$ cat src/rtl/version_streamer.sv
`timescale 1ns / 1ps
// ---------------------------------------------------------------------------
// version_pkg
//   Build identification constants. A build script normally rewrites this
//   package; the values here describe the current release.
// ---------------------------------------------------------------------------
package version_pkg;
  localparam logic [7:0]  C_VERSION_MAJOR  = 8'h00;
  localparam logic [7:0]  C_VERSION_MINOR  = 8'h00;
  localparam logic [7:0]  C_VERSION_PATCH  = 8'h00;
  localparam logic [7:0]  C_VERSION_BUILD  = 8'h39;
  localparam logic [15:0] C_VERSION_YEAR   = 16'h2025;  // BCD
  localparam logic [7:0]  C_VERSION_MONTH  = 8'h11;     // BCD
  localparam logic [7:0]  C_VERSION_DAY    = 8'h07;     // BCD
  localparam logic [7:0]  C_VERSION_HOUR   = 8'h12;     // BCD
  localparam logic [7:0]  C_VERSION_MINUTE = 8'h18;     // BCD
  localparam logic [7:0]  C_VERSION_SECOND = 8'h15;     // BCD
endpackage

// ---------------------------------------------------------------------------
// version_streamer
//   On a request pulse, streams one 14-byte version frame over an
//   AXI-Stream style byte interface:
//     A5 0B MAJOR MINOR PATCH BUILD YEAR_HI YEAR_LO MONTH DAY HOUR MINUTE
//     SECOND CHK
//   CHK makes (length + payload + CHK) mod 256 equal zero; the sync byte is
//   not covered. CHK is built up from the bytes as they leave the block.
//
// Ports
//   clk        rising-edge clock
//   rst_n      asynchronous active-low reset
//   req        one-cycle pulse requesting a frame
//   m_tdata    frame byte
//   m_tvalid   m_tdata valid (registered, independent of m_tready)
//   m_tready   sink accepts the byte when m_tvalid is also high
//   m_tlast    marks the checksum byte
//   busy       frame in progress or one pending
//   frame_cnt  completed frames, modulo 256
// ---------------------------------------------------------------------------
module version_streamer #(
  parameter logic [7:0]  VER_MAJOR  = version_pkg::C_VERSION_MAJOR,
  parameter logic [7:0]  VER_MINOR  = version_pkg::C_VERSION_MINOR,
  parameter logic [7:0]  VER_PATCH  = version_pkg::C_VERSION_PATCH,
  parameter logic [7:0]  VER_BUILD  = version_pkg::C_VERSION_BUILD,
  parameter logic [15:0] VER_YEAR   = version_pkg::C_VERSION_YEAR,
  parameter logic [7:0]  VER_MONTH  = version_pkg::C_VERSION_MONTH,
  parameter logic [7:0]  VER_DAY    = version_pkg::C_VERSION_DAY,
  parameter logic [7:0]  VER_HOUR   = version_pkg::C_VERSION_HOUR,
  parameter logic [7:0]  VER_MINUTE = version_pkg::C_VERSION_MINUTE,
  parameter logic [7:0]  VER_SECOND = version_pkg::C_VERSION_SECOND
) (
  input  logic       clk,
  input  logic       rst_n,
  input  logic       req,
  output logic [7:0] m_tdata,
  output logic       m_tvalid,
  input  logic       m_tready,
  output logic       m_tlast,
  output logic       busy,
  output logic [7:0] frame_cnt
);

  localparam logic [7:0] SYNC_BYTE = 8'hA5;
  localparam logic [7:0] LEN_BYTE  = 8'h0B;
  localparam logic [3:0] LAST_IDX  = 4'd13;

  typedef enum logic {
    IDLE,
    SEND
  } state_t;

  state_t     state;
  logic [3:0] idx;        // index of the byte currently on m_tdata
  logic       pending;    // one queued request, taken at the end of the frame
  logic [7:0] chk_acc;    // running sum of length + payload bytes already sent
  logic       armed;      // low only on the first edge after reset release

  // Fixed frame contents; index 13 (checksum) is produced from chk_acc.
  function automatic logic [7:0] field_byte(input logic [3:0] i);
    logic [7:0] b;
    case (i)
      4'd0:    b = SYNC_BYTE;
      4'd1:    b = LEN_BYTE;
      4'd2:    b = VER_MAJOR;
      4'd3:    b = VER_MINOR;
      4'd4:    b = VER_PATCH;
      4'd5:    b = VER_BUILD;
      4'd6:    b = VER_YEAR[15:8];
      4'd7:    b = VER_YEAR[7:0];
      4'd8:    b = VER_MONTH;
      4'd9:    b = VER_DAY;
      4'd10:   b = VER_HOUR;
      4'd11:   b = VER_MINUTE;
      4'd12:   b = VER_SECOND;
      default: b = 8'h00;
    endcase
    return b;
  endfunction

  logic       handshake;
  logic       req_ok;
  logic [3:0] idx_next;
  logic [7:0] acc_next;
  logic [7:0] byte_next;

  assign handshake = m_tvalid & m_tready;
  assign req_ok    = req & armed;
  assign idx_next  = idx + 4'd1;
  assign busy      = (state == SEND) | pending;

  // NOTE: every variable assigned in always_comb gets a default first, so no
  // path can leave it unassigned and infer a latch.
  always_comb begin
    acc_next  = chk_acc;
    byte_next = 8'h00;
    // The byte leaving now joins the sum unless it is the sync byte.
    if ((idx != 4'd0) && (idx != LAST_IDX)) begin
      acc_next = chk_acc + m_tdata;
    end
    if (idx_next == LAST_IDX) begin
      byte_next = 8'h00 - acc_next;
    end else begin
      byte_next = field_byte(idx_next);
    end
  end

  // NOTE: all state is updated with non-blocking assignments so every
  // register samples pre-edge values, independent of statement order.
  always_ff @(posedge clk or negedge rst_n) begin
    if (!rst_n) begin
      state     <= IDLE;
      idx       <= 4'd0;
      pending   <= 1'b0;
      chk_acc   <= 8'h00;
      m_tdata   <= 8'h00;
      m_tvalid  <= 1'b0;
      m_tlast   <= 1'b0;
      frame_cnt <= 8'h00;
      armed     <= 1'b0;
    end else begin
      armed <= 1'b1;
      case (state)
        IDLE: begin
          if (req_ok) begin
            state    <= SEND;
            idx      <= 4'd0;
            chk_acc  <= 8'h00;
            m_tdata  <= SYNC_BYTE;
            m_tvalid <= 1'b1;
            m_tlast  <= 1'b0;
          end
        end

        SEND: begin
          // A request during a frame is remembered once; repeats are dropped.
          if (req_ok) begin
            pending <= 1'b1;
          end
          if (handshake) begin
            if (idx == LAST_IDX) begin
              frame_cnt <= frame_cnt + 8'd1;
              chk_acc   <= 8'h00;
              idx       <= 4'd0;
              m_tlast   <= 1'b0;
              // A request landing on the final handshake counts as pending;
              // restarting here keeps m_tvalid high across the boundary.
              if (pending || req_ok) begin
                pending  <= 1'b0;
                m_tdata  <= SYNC_BYTE;
                m_tvalid <= 1'b1;
              end else begin
                state    <= IDLE;
                m_tdata  <= 8'h00;
                m_tvalid <= 1'b0;
              end
            end else begin
              idx     <= idx_next;
              chk_acc <= acc_next;
              m_tdata <= byte_next;
              m_tlast <= (idx_next == LAST_IDX);
            end
          end
        end

        default: state <= IDLE;
      endcase
    end
  end

endmodule

$ cat config.mk
export PLATFORM = sky130hd
export DESIGN_NAME = version_streamer
export DESIGN_NICKNAME = d
export VERILOG_FILES = /design/src/rtl/version_streamer.sv
export SDC_FILE = /design/constraint.sdc
export NUM_CORES = 1
export LEC_CHECK = 0
export BUFFER_PORTS_ARGS = -buffer_cell sky130_fd_sc_hd__buf_2
export CAP_MARGIN = 20
export CORE_MARGIN = 5
export CORE_UTILIZATION = 53
export CTS_BUF_LIST = sky130_fd_sc_hd__clkbuf_4
export DETAILED_ROUTE_END_ITERATION = 8
export PLACE_DENSITY = 0.75
export SETUP_SLACK_MARGIN = 0.5
export SLEW_MARGIN = 20
export SYNTH_ARGS = -nofsm -noshare
export SYNTH_HDL_FRONTEND = slang
export SYNTH_SLANG_ARGS = --single-unit
$ cat constraint.sdc
create_clock -name clk -period 2.4 [get_ports clk]
set_input_delay 0.24 -clock clk [delete_from_list [all_inputs] [get_ports clk]]
set_output_delay 0.24 -clock clk [all_outputs]
set_load 0.05 [all_outputs]
==> results of run 1 <==
==> Yosys cell counts, types with 3 or more instances <==
cell,instances
nand2_1,25
a22o_1,4
inv_1,4
dfrtp_1,33
mux2i_1,3
clkbuf_1,3
o21ai_0,20
xnor2_1,11
a31oi_1,3
buf_6,3
nor3_1,4
ha_1,16
a21o_1,4
o21ai_1,3
nor2_1,19
xor2_1,7
nand4_1,4
o32ai_1,3
nand3_1,7
a21oi_1,14
o31ai_1,4
o21a_1,4
a211oi_1,3
==> worst max-delay path, delay by kind of cell (launching register included) <==
family | cells | cell delay [ps]
AO/OA/AOI/OAI | 3 | 540
AND/OR/NAND/NOR | 2 | 670
flip-flops | 1 | 420
XOR/XNOR | 1 | 140
adder cells (fa/ha/maj) | 2 | 530
==> cells by family (layout without fill, tap and decap cells) <==
logic type,after synthesis,in the layout,synth area share
AO/OA/AOI/OAI,75,75,0.218
flip-flops,33,33,0.347
multiplexers,5,5,0.0221
buffers and inverters,12,77,0.0295
other,1,1,0.00158
AND/OR/NAND/NOR,86,86,0.223
XOR/XNOR,18,18,0.0663
adder cells (fa/ha/maj),17,17,0.0926
==> final cells by class <==
class	instances	area, um^2
well taps	52	65.1
multi-input cells	202	1710
inverters	4	15.0
flip-flops and latches	33	837
clock inverters	2	10.0
clock buffers	6	45.0
repair buffers	65	450
fillers	319	1230
==> state kept, by name, summed over array words and instances (netlist names) <==
name / count
pending: 1
state: 1
m_tvalid: 1
armed: 1
chk_acc: 8
m_tdata: 8
idx: 4
m_tlast: 1
frame_cnt: 8
==> where the power goes <==
| part | switching [mW] | internal (mW) | total [mW] | leakage, nW |
|---|---|---|---|---|
| Sequential | 0.0980 | 0.652 | 0.750 | 0.419 |
| Clock | 0.202 | 0.123 | 0.324 | 0.0354 |
| Combinational | 1.27 | 1.15 | 2.42 | 0.942 |
==> what timing repair did <==
item / in CTS / in global routing
buffers inserted: 8 / 11
hold buffers: 1 / 0
endpoints found under the hold margin: 33 / 0
gates resized for setup: 14 / 19
pin swaps: 9 / 13
endpoints found under the setup margin: 14 / 16
==> worst max path at each step <==
| stage | depth (start not counted) | start | slack [ps] | end |
|---|---|---|---|---|
| finish | 8 | chk_acc[0] | 20 | m_tdata[6] |
| global route | 8 | chk_acc[0] | -80 | m_tdata[6] |
| CTS | 9 | chk_acc[0] | 40 | m_tdata[6] |
| detailed placement | 8 | chk_acc[0] | 0.8 | m_tdata[6] |
| global placement | 8 | m_tdata[0] | 10 | m_tdata[6] |
| floorplan | 8 | m_tdata[0] | -90 | m_tdata[6] |
==> layer usage <==
| metal | part of all wire | routed length [um] |
|---|---|---|
| met3 | 0.052 | 319 |
| met4 | 0.028 | 170 |
| met1 | 0.43 | 2650 |
| met2 | 0.49 | 3020 |
| met5 | 0 | 0 |
==> metrics by stage <==
stage | power [mW] | worst slack [ps] | TNS [ps] | util | hold slack [ps]
final | 3.49 | 15.3 | 0 | 0.718 | 211
after global routing | 3.72 | -77.3 | -223 | 0.718 | 210
after CTS | 3.25 | 37.7 | 0 | 0.683 | 203
after detailed placement | 2.80 | 0.808 | 0 | 0.637 | 355
after global placement | 2.75 | 14.8 | 0 | 0.637 | 349
after floorplan | 2.20 | -91.0 | -130 | - | -55.6
==> insert_results.sql, run 1 <==
INSERT INTO impl_metrics (metric_group, metric, value, unit) VALUES
('logic_synthesis', 'synthDominantAreaCellType', 'dfrtp_1', ''),
('final_layout', 'most-common-layout-cells', 'buf_4 (38), nand2_1 (25), dfrtp_1 (24), buf_2 (22), nor2_1 (17)', ''),
('timing', 'maxSlewHeadroom', '0.498', ''),
('timing', 'rsz0062_at_grt', 'true', ''),
('grt', 'grt_max_degree', '34', ''),
('worst_setup_path', 'crit_fanout', '3', ''),
('worst_setup_path', 'startpoint_type', 'flop', ''),
('worst_hold_path', 'timing.hold.worst.start', 'req', ''),
('timing', 'timing.final.crit_period', '2380', 'ps'),
('timing', 'timing.final.max_slew_violations', '0', ''),
('logic_synthesis', 'synth.distinct_cells', '61', ''),
('final_layout', 'antennaDiodeCount', '0', ''),
('logic_synthesis', 'synth_async_sr_flop_share', '1.00', ''),
('logic_synthesis', 'syn_nets', '268', ''),
('logic_synthesis', 'mappedNetlistArea', '2380', 'um^2'),
('floorplanning', 'floorplan.core_area', '4350', 'um^2'),
('logic_synthesis', 'yosys_register_bits', '33', ''),
('grt', 'gr-max-usage-layer', 'met2', ''),
('placed_design', 'port-buffer-count', '22', ''),
('worst_setup_path', 'cell_with_the_largest_stage_delay_on_the_worst_path', 'or4b_1', ''),
('worst_setup_path', 'regToRegStartpoint', 'chk_acc[0]', ''),
('clock_network', 'htreeDepth', '2', ''),
('route', 'drt_pre_antenna_iters', '4', ''),
('final_layout', 'mostFrequentLayoutCell', 'buf_4', ''),
('floorplanning', 'initial_core_util', '0.546', ''),
('clock_network', 'tritoncts_num_sinks', '33', ''),
('run', 'number_of_max_cap_violations', '0', ''),
('timing', 'skew', '9.40', 'ps'),
('placed_design', 'detailed_place.area', '2770', 'um^2'),
('logic_synthesis', 'synth_seq_area_share', '0.347', ''),
('logic_synthesis', 'yosys_warnings', '0', ''),
('worst_hold_path', 'min_to', 'm_tvalid', ''),
('floorplanning', 'core.rowCount', '24', ''),
('placed_design', 'place_inst', '336', ''),
('timing', 'fin_crit_sh', '0.994', ''),
('route', 'route.antenna.remaining_nets', '0', ''),
('grt', 'use_met3', '0.0422', ''),
('logic_synthesis', 'synth_ff_type', 'dfrtp_1', ''),
('floorplanning', 'design.die.area', '5930', 'um^2'),
('route', 'initialDrtViolationCount', '186', ''),
('grt', 'grt_antenna_before_repair', '0', ''),
('pwr', 'p_per_area', '1120', 'nW/um^2'),
('worst_hold_path', 'hold_depth', '3', ''),
('timing', 'setup-violations-final', '0', ''),
('logic_synthesis', 'yosysTopAreaCellShare', '0.347', ''),
('worst_hold_path', 'hold_path.class', 'in -> reg', ''),
('logic_synthesis', 'netlist_instances', '247', ''),
('clock_network', 'cts.path.max_buffers', '2', ''),
('route', 'routed_wirelength', '6.16', 'mm'),
('worst_setup_path', 'critical_path.endpoint_type', 'flop', ''),
('floorplanning', 'die_height', '77.0', 'um'),
('outcome', 'status', 'finished clean', ''),
('pwr', 'p_leak', '1.40', 'nW'),
('route', 'detail_route.drc_violations', '0', ''),
('worst_setup_path', 'rrSetupSlack', '20', 'ps'),
('final_layout', 'final_layout_size_suffix_gt1_frac', '0.423', ''),
('placed_design', 'dp_hpwl', '4.19', 'mm'),
('logic_synthesis', 'synth_area_per_cell', '9.63', 'um^2'),
('clock_network', 'tritoncts', 'yes', ''),
('grt', 'grt_first_pass_wirelength', '10.1', 'mm'),
('timing', 'worst-slew-pin-transition', '753', 'ps'),
('pwr', 'maximum_ir_drop_on_the_vdd_rail', '483', 'uV'),
('worst_setup_path', 'crit_chain', 'ha_4 > fa_2 > a211oi_2 > o21bai_1 > or4b_1 > and3_4 > xor2_1 > a22o_1', ''),
('route', 'viasPerCell', '5.97', ''),
('logic_synthesis', 'number_of_enable_flip_flop_cells_after_synthesis', '0', ''),
('worst_setup_path', 'slowest_delay', '490', 'ps'),
('timing', 'max_freq', '419', 'MHz'),
('placed_design', 'final_weighted_congestion_in_routability_driven_placement', '0.878', ''),
('floorplanning', 'floorplan.io_pins', '23', ''),
('logic_synthesis', 'synthTopCellsByArea', 'dfrtp_1 (35%), ha_1 (8.4%), o21ai_0 (4.2%), xnor2_1 (4.1%), nand2_1 (3.9%)', ''),
('worst_setup_path', 'worstPathArrival', '2630', 'ps');
Note: power is estimated with default switching activity, not from simulation.
==> run 2: changes to the inputs <==
--- a/config.mk
+++ b/config.mk
@@ -5,13 +5,15 @@
 export SDC_FILE = /design/constraint.sdc
 export NUM_CORES = 1
 export LEC_CHECK = 0
+export ABC_AREA = 1
 export BUFFER_PORTS_ARGS = -buffer_cell sky130_fd_sc_hd__buf_2
 export CAP_MARGIN = 20
 export CORE_MARGIN = 5
 export CORE_UTILIZATION = 53
 export CTS_BUF_LIST = sky130_fd_sc_hd__clkbuf_4
 export DETAILED_ROUTE_END_ITERATION = 8
-export PLACE_DENSITY = 0.75
+export GPL_TIMING_DRIVEN = 1
+export PLACE_DENSITY = 0.76
 export SETUP_SLACK_MARGIN = 0.5
 export SLEW_MARGIN = 20
 export SYNTH_ARGS = -nofsm -noshare
==> insert_results.sql, run 2 <==
INSERT INTO impl_metrics (metric_group, metric, value, unit) VALUES
('outcome', 'status', 'finished clean', ''),
('worst_setup_path', 'worst_ep_required_time', '2690', 'ps'),
('logic_synthesis', 'post_synth_xor_area_fraction', '0.0400', ''),
('logic_synthesis', 'synth_common_cells', 'nand2_1 (75), inv_1 (37), dfrtp_1 (33)', ''),
('worst_setup_path', 'slowest_delay', '450', 'ps'),
('final_layout', 'antennaDiodeCount', '0', ''),
('logic_synthesis', 'synth_async_sr_flop_share', '1.00', ''),
('worst_hold_path', 'min_to', 'state', ''),
('floorplanning', 'design.die.area', '5510', 'um^2'),
('logic_synthesis', 'synthDominantAreaCellType', 'dfrtp_1', ''),
('final_layout', 'final_nets', '370', ''),
('worst_setup_path', 'cell_with_the_largest_stage_delay_on_the_worst_path', 'dfrtp_2', ''),
('final_layout', 'final_design_area_no_fill', '3020', 'um^2'),
('worst_hold_path', 'hold_path.class', 'in -> reg', ''),
('logic_synthesis', 'simple_logic_cell_fraction_of_the_synthesized_area', '0.285', ''),
('route', 'detail_route.drc_violations', '0', ''),
('logic_synthesis', 'yosysTopAreaCellShare', '0.377', ''),
('floorplanning', 'floorplan.core_area', '4000', 'um^2'),
('clock_network', 'tritoncts_num_sinks', '33', ''),
('logic_synthesis', 'synth_most_common_cell', 'nand2_1', ''),
('grt', 'grt_max_degree', '34', ''),
('placed_design', 'dp_hpwl', '3.78', 'mm'),
('timing', 'skew', '14.9', 'ps'),
('clock_network', 'worstSkewPairLatency', '350', 'ps'),
('worst_setup_path', 'critical_path.endpoint_type', 'flop', ''),
('worst_setup_path', 'crit_family', 'simple AND/OR/NAND/NOR gates', ''),
('worst_hold_path', 'timing.hold.worst.start', 'req', ''),
('route', 'initialDrtViolationCount', '134', ''),
('logic_synthesis', 'synthMuxAreaShare', '0', ''),
('run', 'number_of_max_cap_violations', '0', ''),
('worst_setup_path', 'timing.rr.end', 'm_tdata[7]', ''),
('logic_synthesis', 'post_synth_fa_ha_maj_area_fraction', '0.101', ''),
('route', 'routed-via-count', '2190', ''),
('clock_network', 'cts_root_buf', 'clkbuf_4', ''),
('worst_setup_path', 'worstPathArrival', '2540', 'ps'),
('logic_synthesis', 'mappedNetlistArea', '2190', 'um^2'),
('logic_synthesis', 'netlist_instances', '285', ''),
('clock_network', 'cts.path.max_buffers', '2', ''),
('timing', 'tns', '0', 'ps'),
('logic_synthesis', 'post_synthesis_compound_gate_area_fraction', '0.129', ''),
('route', 'drt_pre_antenna_iters', '4', ''),
('logic_synthesis', 'synth_ff_type', 'dfrtp_1', ''),
('floorplanning', 'die_height', '74.3', 'um'),
('grt', 'grt_overflow_total', '0', ''),
('timing', 'hold_viol_final', '0', ''),
('logic_synthesis', 'number_of_enable_flip_flop_cells_after_synthesis', '0', ''),
('floorplanning', 'die_width', '74.3', 'um'),
('logic_synthesis', 'synth.distinct_cells', '36', ''),
('timing', 'fin_ws', '143', 'ps'),
('worst_setup_path', 'regToRegStartpoint', 'm_tdata[0]', ''),
('logic_synthesis', 'synth_area_per_cell', '7.68', 'um^2'),
('logic_synthesis', 'dominant_combinational_cell_family_by_area_after_synthesis', 'simple AND/OR/NAND/NOR gates', ''),
('grt', 'grt_antenna_before_repair', '0', ''),
('final_layout', 'syn_to_layout_area_delta', '38.0', '%'),
('worst_setup_path', 'criticalPathCategory', 'reg -> reg', ''),
('floorplanning', 'floorplan.io_pins', '23', ''),
('final_layout', 'largest_registers_ranked_by_flip_flop_count', 'chk_acc (8), frame_cnt (8), m_tdata (8)', ''),
('clock_network', 'tritoncts', 'yes', ''),
('route', 'routed_wirelength', '6.11', 'mm'),
('floorplanning', 'initial_core_util', '0.547', ''),
('final_layout', 'most-common-layout-cells', 'nand2_1 (65), inv_1 (32), buf_4 (30), dfrtp_1 (27), buf_2 (22)', ''),
('timing', 'max_freq', '443', 'MHz'),
('timing', 'timing.final.crit_period', '2260', 'ps'),
('timing', 'rsz0062_at_grt', 'true', ''),
('logic_synthesis', 'yosys_register_bits', '33', ''),
('placed_design', 'detailedPlace.worstSlack', '45.5', 'ps'),
('worst_setup_path', 'crit_fanout', '4', ''),
('placed_design', 'detailed_place.area', '2470', 'um^2'),
('final_layout', 'mostFrequentLayoutCell', 'nand2_1', ''),
('placed_design', 'final_weighted_congestion_in_routability_driven_placement', '0.820', ''),
('grt', 'grt_first_pass_wirelength', '9.25', 'mm'),
('worst_setup_path', 'startpoint_type', 'flop', ''),
('worst_setup_path', 'worst_path_most_repeated_cell', 'nand2_1', ''),
('route', 'drt-wirelength-per-cell', '15.3', 'um'),
('worst_hold_path', 'hold_depth', '3', ''),
('floorplanning', 'core.rowCount', '23', ''),
('route', 'route.antenna.remaining_nets', '0', ''),
('timing', 'maxSlewHeadroom', '0.486', ''),
('logic_synthesis', 'synth_seq_area_share', '0.377', ''),
('grt', 'gr-usage-all-layers', '0.222', ''),
('clock_network', 'cts-buffers-inserted', '5', ''),
('timing', 'fin_crit_sh', '0.941', ''),
('pwr', 'p_leak', '1.56', 'nW'),
('placed_design', 'port-buffer-count', '22', ''),
('route', 'viasPerCell', '5.48', ''),
('final_layout', 'final_layout_size_suffix_gt1_frac', '0.357', ''),
('timing', 'timing.final.max_slew_violations', '0', ''),
('pwr', 'finalPower', '1.11', 'mW'),
('timing', 'setup-violations-final', '0', ''),
('timing', 'worst-slew-pin-transition', '771', 'ps'),
('clock_network', 'htreeDepth', '2', ''),
('worst_setup_path', 'crit_chain', 'ha_4 > fa_2 > nand3_1 > nand2_1 > nand2_1 > nand3_1 > nand2_2 > nand3_2 > nor2_4 > nand2_1 > nand2_1 > nand3_1 > nand2_1 > nand2_1 > a21oi_2', ''),
('clock_network', 'clk_pin_slew', '120', 'ps'),
('worst_setup_path', 'reg2regPathDepth', '15', ''),
('logic_synthesis', 'synthTopCellsByArea', 'dfrtp_1 (38%), nand2_1 (13%), ha_1 (9.1%), inv_1 (6.3%), nand3_1 (5.0%)', ''),
('logic_synthesis', 'syn_nets', '306', ''),
('worst_setup_path', 'rrSetupSlack', '140', 'ps'),
('final_layout', 'post-route-util', '0.755', ''),
('worst_setup_path', 'worstPathBufferInverterCount', '0', ''),
('pwr', 'p_per_area', '366', 'nW/um^2'),
('logic_synthesis', 'yosys_warnings', '0', ''),
('grt', 'first_global_vias', '2005', ''),
('pwr', 'maximum_ir_drop_on_the_vdd_rail', '445', 'uV');
==> run 2: cell count changes after synthesis, sizes merged, moves of 8 or more <==
cell	change
nand2	+54
inv	+33
nand3	+15
xnor2	-8
==> run 2: area by class of cell <==
cell class / count / area, um^2
Tap cell: 50 / 62.6
Sequential cell: 33 / 833
Clock buffer: 5 / 37.5
Fill cell: 272 / 980
Clock inverter: 3 / 65.1
Multi-Input combinational cell: 213 / 1470
Inverter: 38 / 148
Timing Repair Buffer: 58 / 405
==> run 2: timing repair <==
action / 4_1_cts / 5_1_grt
resized for setup: 26 / 37
setup endpoints to repair: 19 / 15
pin swaps: 16 / 20
hold buffers: 1 / 0
setup buffers: 17 / 11
hold endpoints to repair: 33 / 0
==> run 2: where the power goes <==
part | total, mW | leakage (nW) | switching [mW] | internal (mW)
registers | 0.557 | 0.378 | 0.000417 | 0.557
clock network | 0.535 | 0.0552 | 0.212 | 0.322
logic | 0.0147 | 1.13 | 0.0119 | 0.00280
total | 1.11 | 1.56 | 0.225 | 0.882
==> run 2: worst register-to-register path, delay by kind of cell (launching register included) <==
kind                     cells  cell delay [ps]
AND/OR/NAND/NOR             12             1070
flip-flops                   1              450
adder cells (fa/ha/maj)      2              560
AO/OA/AOI/OAI                1              100
==> run 2: layer usage <==
| metal | share of wire | GRT usage | wire (um) | up-vias |
|---|---|---|---|---|
| met4 | 0.013 | 0.0850 | 80 | 0 |
| met3 | 0.059 | 0.0378 | 359 | 7 |
| met1 | 0.41 | 0.285 | 2480 | 1045 |
| met5 | 0 | 0 | 0 | - |
| li1 | - | - | - | 1063 |
| met2 | 0.52 | 0.376 | 3190 | 75 |
==> run 2: worst max-delay path by stage <==
stage                           from          to  slack, ps  cells after the start
after detailed placement      idx[0]  m_tdata[6]         50                     13
after floorplan           m_tdata[0]  m_tdata[6]        150                     11
after global routing      m_tdata[0]  m_tdata[7]         20                     15
final                     m_tdata[0]  m_tdata[7]        140                     15
after CTS                 m_tdata[0]  m_tdata[6]        210                     11
after global placement        idx[1]  m_tdata[2]         50                     12
==> run 2: stage by stage <==
| step | instances | hold slack (ps) |
|---|---|---|
| after floorplan | 285 | -55.6 |
| after global placement | 363 | 352 |
| after detailed placement | 363 | 353 |
| after CTS | 389 | 172 |
| after global routing | 400 | 172 |
| final | 400 | 187 |
==> run 2: kinds of logic after synthesis <==
group           count (synthesis)
fa+ha+maj                      17
flops                          33
compound gates                 47
other cells                     1
simple gates                  138
xor+xnor                       10
buf+inv                        39
==> run 3: changes to the inputs <==
--- a/config.mk
+++ b/config.mk
@@ -9,13 +9,12 @@
 export BUFFER_PORTS_ARGS = -buffer_cell sky130_fd_sc_hd__buf_2
 export CAP_MARGIN = 20
 export CORE_MARGIN = 5
-export CORE_UTILIZATION = 53
+export CORE_UTILIZATION = 55
 export CTS_BUF_LIST = sky130_fd_sc_hd__clkbuf_4
 export DETAILED_ROUTE_END_ITERATION = 8
 export GPL_TIMING_DRIVEN = 1
-export PLACE_DENSITY = 0.76
+export PLACE_DENSITY = 0.78
 export SETUP_SLACK_MARGIN = 0.5
-export SLEW_MARGIN = 20
 export SYNTH_ARGS = -nofsm -noshare
 export SYNTH_HDL_FRONTEND = slang
 export SYNTH_SLANG_ARGS = --single-unit
==> insert_results.sql, run 3 (synthesis gave the netlist of run 2 again) <==
INSERT INTO impl_metrics (metric_group, metric, value, unit) VALUES
('final_layout', 'antennaDiodeCount', '0', ''),
('route', 'drt_pre_antenna_iters', '5', ''),
('pwr', 'p_leak', '1.54', 'nW'),
('worst_setup_path', 'crit_fanout', '3', ''),
('route', 'detail_route.drc_violations', '0', ''),
('final_layout', 'most-common-layout-cells', 'nand2_1 (64), inv_1 (31), dfrtp_1 (29), buf_4 (23), buf_2 (22)', ''),
('pwr', 'netSwitchingFraction', '0.204', ''),
('worst_setup_path', 'slowest_delay', '530', 'ps'),
('grt', 'first_global_vias', '2100', ''),
('worst_setup_path', 'critical_path.endpoint_type', 'flop', ''),
('worst_setup_path', 'worst_ep_required_time', '2680', 'ps'),
('route', 'routed-via-count', '2202', ''),
('grt', 'grt_antenna_before_repair', '0', ''),
('grt', 'grt_first_pass_wirelength', '9.64', 'mm'),
('timing', 'timing.final.crit_period', '2370', 'ps'),
('final_layout', 'multiInputGateArea', '1480', 'um^2'),
('clock_network', 'htreeDepth', '2', ''),
('final_layout', 'syn_to_layout_area_delta', '36.5', '%'),
('clock_network', 'clk_pin_slew', '110', 'ps'),
('timing', 'tns', '0', 'ps'),
('floorplanning', 'design.die.area', '5340', 'um^2'),
('route', 'viasPerCell', '5.59', ''),
('timing', 'maxSlewHeadroom', '0.484', ''),
('timing', 'worst-slew-pin-transition', '774', 'ps'),
('final_layout', 'post-route-util', '0.763', ''),
('final_layout', 'largest_registers_ranked_by_flip_flop_count', 'chk_acc (8), frame_cnt (8), m_tdata (8)', ''),
('worst_setup_path', 'crit_chain', 'ha_4 > fa_2 > inv_2 > nand3_4 > nand2_4 > nand2_4 > nor2_4 > nand3_2 > nor2_4 > buf_4 > buf_4 > nor2_1 > nand2_1 > nand2_2 > nand2_2 > a21oi_2', ''),
('final_layout', 'final_layout_size_suffix_gt1_frac', '0.366', ''),
('timing', 'timing.final.max_slew_violations', '0', ''),
('pwr', 'p_sw', '0.225', 'mW'),
('route', 'drt-wirelength-per-cell', '16.2', 'um'),
('run', 'number_of_max_cap_violations', '0', ''),
('pwr', 'pwr-share-seq', '0.503', ''),
('clock_network', 'cts.path.max_buffers', '2', ''),
('route', 'initialDrtViolationCount', '265', ''),
('timing', 'fin_crit_sh', '0.987', ''),
('floorplanning', 'core.rowCount', '23', ''),
('timing', 'setup-violations-final', '0', ''),
('worst_hold_path', 'hold_path.class', 'in -> reg', ''),
('floorplanning', 'die_height', '73.1', 'um'),
('timing', 'rsz0062_at_grt', 'true', ''),
('final_layout', 'n_fill_cell', '264', ''),
('pwr', 'power_frac_clock', '0.484', ''),
('grt', 'gr-usage-all-layers', '0.233', ''),
('grt', 'grt_overflow_total', '0', ''),
('clock_network', 'worstSkewPairLatency', '350', 'ps'),
('timing', 'hold_viol_final', '0', ''),
('timing', 'skew', '4.19', 'ps'),
('pwr', 'p_int', '0.882', 'mW'),
('placed_design', 'dp_hpwl', '3.72', 'mm'),
('floorplanning', 'initial_core_util', '0.559', ''),
('clock_network', 'tritoncts', 'yes', ''),
('worst_setup_path', 'rrSetupSlack', '30', 'ps'),
('final_layout', 'final_cell_count_no_fill', '394', ''),
('final_layout', 'ff_latch_area', '831', 'um^2'),
('placed_design', 'port-buffer-count', '22', ''),
('pwr', 'p_per_area', '371', 'nW/um^2'),
('route', 'routed_wirelength', '6.40', 'mm'),
('pwr', 'maximum_ir_drop_on_the_vdd_rail', '367', 'uV'),
('floorplanning', 'floorplan.io_pins', '23', ''),
('clock_network', 'cts_root_buf', 'clkbuf_4', ''),
('pwr', 'finalPower', '1.11', 'mW'),
('timing', 'max_freq', '422', 'MHz'),
('worst_setup_path', 'criticalPathCategory', 'reg -> reg', ''),
('placed_design', 'final_weighted_congestion_in_routability_driven_placement', '0.870', ''),
('floorplanning', 'floorplan.core_area', '3910', 'um^2'),
('placed_design', 'place_inst', '361', ''),
('worst_setup_path', 'startpoint_type', 'flop', ''),
('outcome', 'status', 'finished clean', ''),
('final_layout', 'mostFrequentLayoutCell', 'nand2_1', ''),
('floorplanning', 'die_width', '73.1', 'um'),
('worst_setup_path', 'cell_with_the_largest_stage_delay_on_the_worst_path', 'fa_2', ''),
('clock_network', 'tritoncts_num_sinks', '33', ''),
('grt', 'grt_max_degree', '34', ''),
('placed_design', 'detailed_place.area', '2450', 'um^2'),
('worst_setup_path', 'worstPathArrival', '2650', 'ps'),
('route', 'route.antenna.remaining_nets', '0', ''),
('final_layout', 'final_design_area_no_fill', '2990', 'um^2'),
('pwr', 'combinationalPowerShare', '0.013', ''),
('final_layout', 'final_nets', '364', ''),
('clock_network', 'cts-buffers-inserted', '5', '');
## run 3: changes by cell type in the layout (fill, tap and decap cells not counted), sizes merged
cell	before	now
buf	57	51
## run 3: final timing paths
| kind | start | endpoint | depth (start not counted) |
|---|---|---|---|
| setup reg to reg | m_tdata[0] | m_tdata[5] | 16 |
| setup / recovery | m_tdata[0] | m_tdata[5] | 16 |
| hold reg to reg | frame_cnt[7] | frame_cnt[7] | 1 |
| hold / removal | req | state | 3 |
| max in group asynchronous | rst_n | m_tdata[0] | 2 |
| min in group asynchronous | rst_n | m_tvalid | 2 |
## run 3: layout make-up
| type | count | share of cell area |
|---|---|---|
| multi-input cells | 213 | 0.495 |
| flip-flops and latches | 33 | 0.278 |
| repair buffers | 52 | 0.124 |
| inverters | 38 | 0.0486 |
| clock inverters | 3 | 0.0218 |
| well taps | 50 | 0.0209 |
| clock buffers | 5 | 0.0126 |
## run 3: routing by layer
metal | global-route usage | wire (um) | share of wire | vias up
met4 | 0.107 | 225 | 0.035 | 0
met2 | 0.385 | 3280 | 0.51 | 93
met5 | 0 | 0 | 0 | -
li1 | - | - | - | 1055
met1 | 0.292 | 2570 | 0.40 | 1029
met3 | 0.0441 | 326 | 0.051 | 25
## run 3: power groups by stage
stage,logic (mW),clock network (mW),registers [mW]
after global routing,0.0169,0.560,0.557
final,0.0146,0.535,0.557
after floorplan,0.000184,0,0.568
after detailed placement,0.0138,0,0.568
after CTS,0.0149,0.535,0.557
after global placement,0.0137,0,0.568
## run 3: metrics by stage
step	setup slack (ps)	hold slack (ps)
floorplan	153	-55.6
global placement	115	342
detailed placement	58.1	343
CTS	176	190
global route	-91.5	205
finish	31.2	189
## run 3: repair_timing
action	CTS	global route
buffers inserted	16	8
hold buffers	1	0
pin swaps	14	12
resized for setup	25	36
endpoints found under the setup margin	19	23
cloned	0	0
hold endpoints to repair	33	0
## run 3: worst max-delay path, delay by kind of cell (launching register included)
family          cells  cell delay (ps)
flops               1              450
compound gates      1              130
simple gates       10              720
buf+inv             3              300
fa+ha+maj           2              700
